### config.mk
export PLATFORM = sky130hd
export DESIGN_NAME = avalon_st_width_downsizer
export DESIGN_NICKNAME = d
export VERILOG_FILES = /design/src/rtl/avalon_st_pkg.sv /design/src/rtl/avalon_st_width_downsizer.sv
export SDC_FILE = /design/constraint.sdc
export NUM_CORES = 1
export LEC_CHECK = 0
export ABC_AREA = 1
export CORE_ASPECT_RATIO = 1.5
export CORE_MARGIN = 3
export CORE_UTILIZATION = 41
export DETAILED_ROUTE_END_ITERATION = 16
export GPL_TIMING_DRIVEN = 1
export PLACE_DENSITY = 0.73
export RECOVER_POWER = 100
export SKIP_LAST_GASP = 1
export SYNTH_ARGS = -nofsm -noshare
export SYNTH_HDL_FRONTEND = slang
export SYNTH_SLANG_ARGS = --single-unit
export TNS_END_PERCENT = 50
### constraint.sdc
create_clock -name clk_i -period 4.1 [get_ports clk_i]
set_input_delay 0.615 -clock clk_i [delete_from_list [all_inputs] [get_ports clk_i]]
set_output_delay 0.615 -clock clk_i [all_outputs]
set_load 0.05 [all_outputs]
### src/rtl/avalon_st_pkg.sv
// Shared Avalon-ST definitions: serializer state encodings and beat-count helper.
// Used by the width converters that sit downstream of the packet FIFO.
package avalon_st_pkg;

   localparam logic [0:0] ST_IDLE   = 1'b0;
   localparam logic [0:0] ST_SERIAL = 1'b1;

   // Number of beat_bytes-wide beats needed to carry n_bytes (ceiling division).
   function automatic int unsigned beats_for_bytes(input int unsigned n_bytes,
                                                   input int unsigned beat_bytes);
      return (n_bytes + beat_bytes - 1) / beat_bytes;
   endfunction

endpackage

### src/rtl/avalon_st_width_downsizer.sv
// Serializes one wide Avalon-ST word at a time into RATIO narrow beats, first symbol in MSBs.
// Preserves sop/eop/channel, trims the final beat by empty and flags packet framing errors.
module avalon_st_width_downsizer
   import avalon_st_pkg::*;
#(
   parameter int unsigned IN_DATA_WIDTH  = 64,
   parameter int unsigned OUT_DATA_WIDTH = 16,
   parameter int unsigned CHANNEL_WIDTH  = 8,
   localparam int unsigned IN_B        = IN_DATA_WIDTH / 8,
   localparam int unsigned OUT_B       = OUT_DATA_WIDTH / 8,
   localparam int unsigned RATIO       = IN_DATA_WIDTH / OUT_DATA_WIDTH,
   localparam int unsigned IN_EMPTY_W  = (IN_B > 1) ? $clog2(IN_B) : 1,
   localparam int unsigned OUT_EMPTY_W = (OUT_B > 1) ? $clog2(OUT_B) : 1,
   localparam int unsigned BEAT_W      = $clog2(RATIO)
) (
   input  logic                      clk_i,
   input  logic                      rst_n_i,
   // wide sink
   input  logic                      pkt_i_valid,
   output logic                      pkt_i_ready,
   input  logic [IN_DATA_WIDTH-1:0]  pkt_i_data,
   input  logic                      pkt_i_startofpacket,
   input  logic                      pkt_i_endofpacket,
   input  logic [IN_EMPTY_W-1:0]     pkt_i_empty,
   input  logic [CHANNEL_WIDTH-1:0]  pkt_i_channel,
   // narrow source
   output logic                      pkt_o_valid,
   input  logic                      pkt_o_ready,
   output logic [OUT_DATA_WIDTH-1:0] pkt_o_data,
   output logic                      pkt_o_startofpacket,
   output logic                      pkt_o_endofpacket,
   output logic [OUT_EMPTY_W-1:0]    pkt_o_empty,
   output logic [CHANNEL_WIDTH-1:0]  pkt_o_channel,
   // status
   output logic                      busy_o,
   output logic                      proto_err_o
);

   localparam int unsigned BEAT_CW = (BEAT_W > 0) ? BEAT_W : 1;
   localparam int unsigned NB_W    = BEAT_W + 1;

   typedef struct packed {
      logic [IN_DATA_WIDTH-1:0] data;
      logic [IN_EMPTY_W-1:0]    empty;
      logic                     sop;
      logic                     eop;
      logic [CHANNEL_WIDTH-1:0] channel;
   } word_t;

   word_t                              in_word;
   word_t                              held_q;
   logic [0:0]                         state_q;
   logic [BEAT_CW-1:0]                 beat_cnt_q;
   logic                               in_pkt_q;
   logic                               err_q;

   logic                               busy;
   logic                               accept;
   logic                               out_hs;
   logic                               last_beat;
   logic [NB_W-1:0]                    n_beats;
   logic [31:0]                        empty_sat;
   logic [31:0]                        valid_bytes;
   logic [31:0]                        beats_full;
   logic [31:0]                        pad_bytes;
   logic [BEAT_CW-1:0]                 beat_sel;
   logic [RATIO-1:0][OUT_DATA_WIDTH-1:0] beat_view;

   always_comb begin
      in_word         = '0;
      in_word.data    = pkt_i_data;
      in_word.empty   = pkt_i_empty;
      in_word.sop     = pkt_i_startofpacket;
      in_word.eop     = pkt_i_endofpacket;
      in_word.channel = pkt_i_channel;
   end

   // Beat count and last-beat padding derived from the held word; empty saturates
   // so an eop word always carries at least one valid byte.
   always_comb begin
      empty_sat = 32'(held_q.empty);
      if (empty_sat > IN_B - 1) begin
         empty_sat = IN_B - 1;
      end
      valid_bytes = IN_B - empty_sat;
      beats_full  = held_q.eop ? beats_for_bytes(valid_bytes, OUT_B) : RATIO;
      pad_bytes   = beats_full * OUT_B - valid_bytes;
      n_beats     = NB_W'(beats_full);
      last_beat   = (NB_W'(beat_cnt_q) == n_beats - NB_W'(1));
   end

   assign busy        = (state_q == ST_SERIAL);
   assign out_hs      = busy && pkt_o_ready;
   assign pkt_i_ready = !busy || (out_hs && last_beat);
   assign accept      = pkt_i_valid && pkt_i_ready;

   // Packed view: beat k sits at index RATIO-1-k so beat 0 is the MSB slice.
   assign beat_view = held_q.data;
   assign beat_sel  = BEAT_CW'(RATIO - 1) - beat_cnt_q;

   assign pkt_o_valid         = busy;
   assign pkt_o_data          = beat_view[beat_sel];
   assign pkt_o_startofpacket = held_q.sop && (beat_cnt_q == '0);
   assign pkt_o_endofpacket   = held_q.eop && last_beat;
   assign pkt_o_empty         = pkt_o_endofpacket ? OUT_EMPTY_W'(pad_bytes) : '0;
   assign pkt_o_channel       = held_q.channel;
   assign busy_o              = busy;
   assign proto_err_o         = err_q;

   always_ff @(posedge clk_i) begin
      if (accept) begin
         held_q <= in_word;
      end
   end

   always_ff @(posedge clk_i or negedge rst_n_i) begin
      if (!rst_n_i) begin
         state_q    <= ST_IDLE;
         beat_cnt_q <= '0;
      end else if (accept) begin
         state_q    <= ST_SERIAL;
         beat_cnt_q <= '0;
      end else if (out_hs) begin
         if (last_beat) begin
            state_q    <= ST_IDLE;
            beat_cnt_q <= '0;
         end else begin
            beat_cnt_q <= beat_cnt_q + BEAT_CW'(1);
         end
      end
   end

   always_ff @(posedge clk_i or negedge rst_n_i) begin
      if (!rst_n_i) begin
         in_pkt_q <= 1'b0;
         err_q    <= 1'b0;
      end else if (accept) begin
         if (pkt_i_startofpacket == in_pkt_q) begin
            err_q <= 1'b1;
         end
         if (pkt_i_endofpacket) begin
            in_pkt_q <= 1'b0;
         end else if (pkt_i_startofpacket) begin
            in_pkt_q <= 1'b1;
         end
      end
   end

endmodule

==> impl_metrics.yaml, run 1 <==
place:
  dp_hpwl_um: 4730
  gp_congestion: 0.790
  portBuffers: 111
  pre_cts_ws_ps: 755
cells_and_area:
  multi_input_area_sq_um: 662
  nets: 435
  area_growth_pct: 43.2
  drive_gt1_share_pct: 6.48
  register_area_sq_mm: 0.00244
  num-fill-cells: 654
critical_path:
  cp_max_fo: 4
  critPathKind: "reg -> out"
  end_kind: "primary output"
  worst_ep_arrival_time_ps: 3170
  start_kind: "register"
  cp.required_ps: 3480
synth:
  synthCells: 244
  syn_avg_cell_area_sq_um: 13.4
  yosysTopAreaCell: "edfxtp_1"
  synth_cell_types: 26
  synth_xor_area_share_pct: 0.535
  synth_top_family_by_area: "simple AND/OR/NAND/NOR gates"
  syn-cell-area_sq_mm: 0.00327
  yosys_warnings: 0
  yosys-top-cells-area: "edfxtp_1 (71%), o21ai_0 (4.9%), nor2_1 (4.0%)"
  synth_compound_area_share_pct: 8.64
  synth_mux_area_share_pct: 0.306
  synth-edff-count: 77
  synth_top_cell_area_share_pct: 70.6
  synthArstFlopShare_pct: 6.10
  synthTopCellsByCount: "edfxtp_1 (77), nor2_1 (35), o21ai_0 (32), nand2_1 (21), o22ai_1 (16)"
  yosysSeqAreaShare_pct: 74.5
  synth_fa_ha_area_share_pct: 1.53
  synth_nets: 329
  yosysMostFrequentCell: "edfxtp_1"
  yosys.area_share.simple_pct: 9.44
  synth_flop_cell: "edfxtp_1"
  ys_ff_latch: 82
sta:
  finClkSkew_ps: 6.47
  post-route-period-util_pct: 92.3
  slew_violations: 0
  min_period_ps: 3790
  rsz0062_at_grt: "false"
  setup_slack_ps: 314
  timing.final.hold_violations: 0
  final-setup-viol-count: 0
  fin_setup_tns_ps: 0
  slew_headroom_pct: 27.7
  maxClockFrequency_ghz: 0.264
  tightest_slew_ps: 1090
route:
  num_vias: 2180
  ant_nets: 0
  routed_wl_um: 6720
  drt-initial-drc-count: 115
  drt-wirelength-per-cell_um: 14.7
  routed_via_density: 4.76
  drc_errors: 0
  firstDrtPassIters: 4
power:
  power_leakage_nw: 1.70
  vdd.ir_drop.worst_mv: 0.487
  power.density_mw_per_mm2: 635
die:
  num_io_pins: 112
  die_w_um: 79.0
  start_util_pct: 42.5
  dieArea_sq_mm: 0.00911
  rows: 39
  die_y_um: 115
  coreArea_sq_mm: 0.00771
global_routing:
  grt_start_max_net_pins: 61
  antenna_found_initial: 0
  grt_pass1_vias: 2228
  grt_pass1_wl_um: 10700
  grtUsageTotal_pct: 16.0
  gr-total-overflow: 0
outcome:
  status: "completed"
cts:
  cts_tree: "yes"
  htree_levels: 3
  cts.clk_slew.worst_paths_ps: 60
  cts-hold-fix-buffers: 0
  postCtsSetupRepairBufs: 0
  cts.repair.resized: 0
  cts_sinks: 82
  numCtsBuffers: 9
  cts_root_buf: "clkbuf_16"
  clockBufferDepth: 2
  clock_latency_ps: 330
min_path:
  hold_class: "reg -> reg"
job:
  cap_viol_max_count: 0
-- through the flow --
stage          std cells  power (W)  hold slack [ps]  instance area [sq um]  utilization [%]
2_1_floorplan        244    0.00195              319                   3280                -
3_3_place_gp         441    0.00238              448                   4440             57.6
3_5_place_dp         441    0.00240              461                   4440             57.6
4_1_cts              457    0.00309              476                   4700             60.9
5_1_grt              457    0.00315              524                   4680             60.7
6_report             458    0.00297              464                   4690             60.8
-- path summary, 6_finish.rpt --
kind	startpoint	to	slack, ps	depth (start not counted)
hold / removal	proto_err_o	proto_err_o	460	2
min in group asynchronous	rst_n_i	proto_err_o	580	1
setup / recovery	empty_sat[0]	pkt_i_ready	310	12
hold reg to reg	proto_err_o	proto_err_o	460	2
setup reg to reg	empty_sat[0]	beat_view[63]	680	12
max in group asynchronous	rst_n_i	beat_cnt_q[1]	3310	1
-- report_power, final --
group,total [W],internal (W),switching (W),leakage (nW)
logic,0.00121,0.000367,0.000846,0.819
clock network,0.000683,0.000404,0.000279,0.128
registers,0.00108,0.00103,0.0000519,0.753
-- placed cells by master (no fill, tap or decap), drive strengths merged --
cell type,synthesis,final
inv,14,14
dfrtp,5,5
mux2i,1,1
clkdlybuf4s50,0,4
o22ai,16,16
or2,1,1
diode,0,1
nand4,2,2
clkinv,0,4
nor2,36,36
nor3,1,1
a21oi,3,3
nand2,24,24
xnor2,2,2
nand3b,2,2
dlygate4sd3,0,107
edfxtp,77,77
buf,13,3
ha,4,4
clkbuf,6,12
nand3,5,5
o21ai,32,32
-- layout make-up --
type | instances | area share, %
sequential | 82 | 52.0
timing repair buffer | 114 | 24.5
multi-input combinational | 129 | 14.1
clock buffer | 12 | 5.05
tap | 102 | 2.72
inverter | 14 | 1.17
clock inverter | 4 | 0.401
antenna | 1 | 0.0534
-- cells by family after synthesis --
kind of cell | after synthesis
compound gates | 51
buf+inv | 33
flops | 82
fa+ha+maj | 4
simple gates | 71
mux | 1
xor+xnor | 2
-- routing by layer --
layer	GRT usage, %	vias to the layer above	routed length (um)
li1	-	1078	-
met1	16.9	1023	2510
met5	0	-	0
met3	5.05	14	358
met2	28.0	65	3650
met4	9.63	0	206
-- critical path: stages (launching register included) --
cell,delay (ps)
edfxtp_1,400
inv_1,170
ha_1,200
inv_1,50
nand2_1,90
a21oi_1,80
nand3b_1,160
ha_1,290
xnor2_1,140
nor2_2,130
nand3_1,120
nand2_1,140
dlygate4sd3_1,890
-- registers in the layout (all words and copies together) (netlist names) --
name and flops:
beat_view 64, busy_o 1, held_q 2, pkt_o_channel 8, proto_err_o 1, empty_sat 3
beat_cnt_q 2, in_pkt_q 1
Power figures use the tool's default switching activity.
==> run 2: changes to the inputs <==
CTS_CLUSTER_DIAMETER = 60   (was unset)
PLACE_DENSITY = 0.76   (was 0.73)
==> impl_metrics.yaml, run 2 (synthesis gave the netlist of run 1 again) <==
route:
  routed_wl_um: 6920
  routed_via_density: 4.84
  num_vias: 2219
  ant_nets: 0
  drc_errors: 0
  firstDrtPassIters: 4
  drt-initial-drc-count: 82
  drt-wirelength-per-cell_um: 15.1
critical_path:
  slowest_stage: "dlygate4sd3_1"
  cp.required_ps: 3480
  r2r_start: "empty_sat[0]"
  slowest_delay_ps: 890
  r2r_slack_ps: 710
  start_kind: "register"
  critPathKind: "reg -> out"
  r2r_end: "beat_view[9]"
  worst_ep_arrival_time_ps: 3100
  crit_chain: "inv_1 -> ha_1 -> inv_1 -> nand2_1 -> a21oi_1 -> nand3b_1 -> ha_1 -> xnor2_1 -> nor2_2 -> nand2_1 -> nor3_1 -> dlygate4sd3_1"
  reg2regPathDepth: 12
  cp_max_fo: 4
  end_kind: "primary output"
sta:
  setup_slack_ps: 381
  slew_headroom_pct: 18.3
  hold-worst-slack_ps: 460
  rsz0062_at_grt: "false"
  slew_violations: 0
  timing.final.hold_violations: 0
  maxClockFrequency_ghz: 0.269
  finClkSkew_ps: 6.66
  post-route-period-util_pct: 90.7
  fin_setup_tns_ps: 0
  min_period_ps: 3720
  final-setup-viol-count: 0
  tightest_slew_ps: 1230
min_path:
  hold_class: "reg -> reg"
  worstHoldStart: "proto_err_o"
  worstHoldPathCells: 2
  min_to: "proto_err_o"
cells_and_area:
  antenna_cells: 0
  final_cell_mix: "dlygate4sd3_1 (107), edfxtp_1 (77), nor2_1 (35)"
  drive_gt1_share_pct: 6.46
  nets: 436
  layout.cells.non_filler: 458
  layout_commonest_cell: "dlygate4sd3_1"
  largest_reg_flops: 64
  area_growth_pct: 45.6
power:
  p_clk_share_pct: 27.0
  p_int_w: 0.00197
  p_total_w: 0.00315
  p_sw_w: 0.00118
  vdd.ir_drop.worst_mv: 0.532
  pwr-share-seq_pct: 33.9
  combPwrFrac_pct: 39.1
  swShare_pct: 37.6
  power.density_mw_per_mm2: 661
  power_leakage_nw: 1.74
cts:
  htree_levels: 3
  clockBufferDepth: 2
  numCtsBuffers: 9
  cts.repair.resized: 0
  cts.clk_slew.worst_paths_ps: 60
  cts-hold-fix-buffers: 0
  cts_root_buf: "clkbuf_16"
  postCtsSetupRepairBufs: 0
  cts_sinks: 82
  cts_tree: "yes"
  clock_latency_ps: 330
die:
  die_y_um: 115
  coreArea_sq_mm: 0.00771
  die_w_um: 79.0
  start_util_pct: 42.5
  rows: 39
  num_io_pins: 112
  dieArea_sq_mm: 0.00911
place:
  gp_congestion: 0.766
  dp_hpwl_um: 4920
  portBuffers: 111
  dpl.cell_count: 442
  pre_cts_ws_ps: 799
global_routing:
  grt_pass1_vias: 2287
  grt_pass1_wl_um: 10800
  grt_start_max_net_pins: 45
  grtUsageTotal_pct: 16.4
  gr-total-overflow: 0
  antenna_found_initial: 0
outcome:
  status: "completed"
job:
  cap_viol_max_count: 0
-- run 2: per-stage QoR --
step | utilization (%) | area, sq um
3_5_place_dp | 57.9 | 4460
4_1_cts | 62.1 | 4790
6_report | 61.8 | 4770
3_3_place_gp | 57.9 | 4460
5_1_grt | 61.8 | 4770
2_1_floorplan | - | 3280
-- run 2: power groups by stage --
stage | clock network [W] | registers [W] | logic (W)
floorplan | 0 | 0.00107 | 0.000876
global placement | 0 | 0.00109 | 0.00130
detailed placement | 0 | 0.00109 | 0.00132
CTS | 0.000875 | 0.00107 | 0.00132
global route | 0.000914 | 0.00108 | 0.00132
finish | 0.000850 | 0.00107 | 0.00123
-- run 2: cell type report --
type / count / area, sq um
clock buffers: 14 / 264
clock inverters: 2 / 60.1
fillers: 614 / 2940
inverters: 14 / 52.6
multi-input cells: 129 / 658
flip-flops and latches: 82 / 2440
well taps: 102 / 128
repair buffers: 115 / 1170
-- run 2: critical path, delay by kind of cell (launching register included) --
family                     cells  cell delay (ps)
buffers and inverters          3             1100
and+or+nand+nor                5              580
adders and majority gates      2              490
DFF                            1              410
xor gates and xnor gates       1              130
AOI/OAI and AO/OA              1               80
-- run 2: worst max-delay path by stage --
stage | from | slack [ps] | endpoint
2_1_floorplan | empty_sat[0] | 680 | beat_view[0]
3_3_place_gp | empty_sat[0] | 860 | pkt_i_ready
3_5_place_dp | empty_sat[0] | 800 | pkt_i_ready
4_1_cts | empty_sat[0] | 430 | pkt_i_ready
5_1_grt | empty_sat[0] | 150 | pkt_o_empty
6_report | empty_sat[0] | 380 | pkt_o_empty
-- run 2: per-layer routing --
metal	routed length [um]	vias up	part of all wire, %	global-route usage [%]
li1	-	1084	-	-
met1	2380	1047	34	15.4
met2	3920	73	57	30.2
met3	434	15	6.3	6.77
met4	188	0	2.7	8.03
met5	0	-	0	0
==> run 3: changes to the inputs <==
CORE_UTILIZATION = 42   (was 41)
CTS_BUF_LIST = sky130_fd_sc_hd__clkbuf_4 sky130_fd_sc_hd__clkbuf_8   (was unset)
PLACE_DENSITY = 0.78   (was 0.76)
==> impl_metrics.yaml, run 3 (synthesis gave the netlist of run 1 again) <==
outcome:
  status: "completed"
cts:
  cts_sinks: 82
  numCtsBuffers: 9
  clockBufferDepth: 2
  cts_root_buf: "clkbuf_8"
  cts.repair.resized: 0
  cts_tree: "yes"
  htree_levels: 3
  postCtsSetupRepairBufs: 0
  cts.clk_slew.worst_paths_ps: 70
  cts-hold-fix-buffers: 0
  clock_latency_ps: 340
route:
  firstDrtPassIters: 6
  ant_nets: 0
  drt-wirelength-per-cell_um: 15.4
  num_vias: 2227
  drc_errors: 0
  drt-initial-drc-count: 119
  routed_wl_um: 7020
  routed_via_density: 4.89
die:
  rows: 38
  num_io_pins: 112
  coreArea_sq_mm: 0.00742
  die_y_um: 114
  die_w_um: 78.1
  dieArea_sq_mm: 0.00891
  start_util_pct: 44.1
sta:
  slew_violations: 0
  timing.final.hold_violations: 0
  finClkSkew_ps: 6.14
  maxClockFrequency_ghz: 0.268
  post-route-period-util_pct: 91.0
  hold-worst-slack_ps: 474
  fin_setup_tns_ps: 0
  tightest_slew_ps: 1380
  rsz0062_at_grt: "false"
  slew_headroom_pct: 8.08
  final-setup-viol-count: 0
  min_period_ps: 3730
global_routing:
  grt_start_max_net_pins: 53
  grt_pass1_vias: 2321
  gr-total-overflow: 0
  grt_pass1_wl_um: 11100
  grtUsageTotal_pct: 16.8
  antenna_found_initial: 0
cells_and_area:
  layout_commonest_cell: "dlygate4sd3_1"
  register_area_sq_mm: 0.00244
  area_growth_pct: 40.3
  multi_input_area_sq_um: 663
  drive_gt1_share_pct: 6.76
  layout.cells.non_filler: 455
  nets: 436
  num-fill-cells: 606
  final_cell_mix: "dlygate4sd3_1 (107), edfxtp_1 (77), nor2_1 (35)"
  largest_reg_flops: 64
  antenna_cells: 0
power:
  power.density_mw_per_mm2: 616
  power_leakage_nw: 1.66
  vdd.ir_drop.worst_mv: 0.367
  p_total_w: 0.00283
job:
  cap_viol_max_count: 0
critical_path:
  critPathKind: "reg -> out"
  worst_ep_arrival_time_ps: 3120
  start_kind: "register"
  cp_max_fo: 4
  cp.required_ps: 3480
  end_kind: "primary output"
place:
  dp_hpwl_um: 4940
  gp_congestion: 0.760
  dpl.cell_count: 440
  portBuffers: 111
min_path:
  hold_class: "reg -> reg"
## run 3: area by class of cell
class	count	area share (%)
inverter	14	1.20
timing repair buffer	115	24.7
clock inverter	5	1.01
clock buffer	10	2.86
tap	100	2.72
multi-input combinational	129	14.4
sequential	82	53.1
## run 3: final timing paths
| kind | from | end | slack (ps) | cells after the start |
|---|---|---|---|---|
| worst max-delay path | empty_sat[0] | pkt_o_empty | 370 | 12 |
| worst min-delay path | proto_err_o | proto_err_o | 470 | 2 |
| worst max register to register | empty_sat[0] | beat_view[53] | 700 | 12 |
| worst min register to register | proto_err_o | proto_err_o | 470 | 2 |
| max in group asynchronous | rst_n_i | beat_cnt_q[0] | 3290 | 1 |
| min in group asynchronous | rst_n_i | beat_cnt_q[1] | 580 | 1 |
## run 3: worst max-delay path, cell delays in order (launching register included)
cell	delay [ps]
edfxtp_1	430
inv_2	130
ha_1	180
inv_1	40
nand2_1	90
a21oi_1	80
nand3b_1	180
ha_1	300
xnor2_1	130
nor2_2	140
nand2_1	100
nor3_1	150
clkdlybuf4s50_1	830
## run 3: stage by stage
stage / worst slack, ps / instance area [sq um] / utilization [%]
6_report: 368 / 4590 / 61.9
3_3_place_gp: 843 / 4440 / 59.8
4_1_cts: 329 / 4610 / 62.2
3_5_place_dp: 715 / 4440 / 59.8
5_1_grt: 89.3 / 4590 / 61.9
2_1_floorplan: 685 / 3280 / -
## run 3: layer usage
metal | part of all wire, % | track usage (%) | vias to the layer above
met4 | 1.5 | 7.12 | 0
met2 | 57 | 29.7 | 75
met1 | 37 | 18.6 | 1066
met5 | 0 | 0 | -
met3 | 5.0 | 5.04 | 8
li1 | - | - | 1078
## run 3: power by group
part	switching [W]	total (W)	internal [W]
registers	0.0000302	0.00106	0.00103
logic	0.000880	0.00124	0.000362
clock network	0.000253	0.000531	0.000278
total	0.00116	0.00283	0.00167
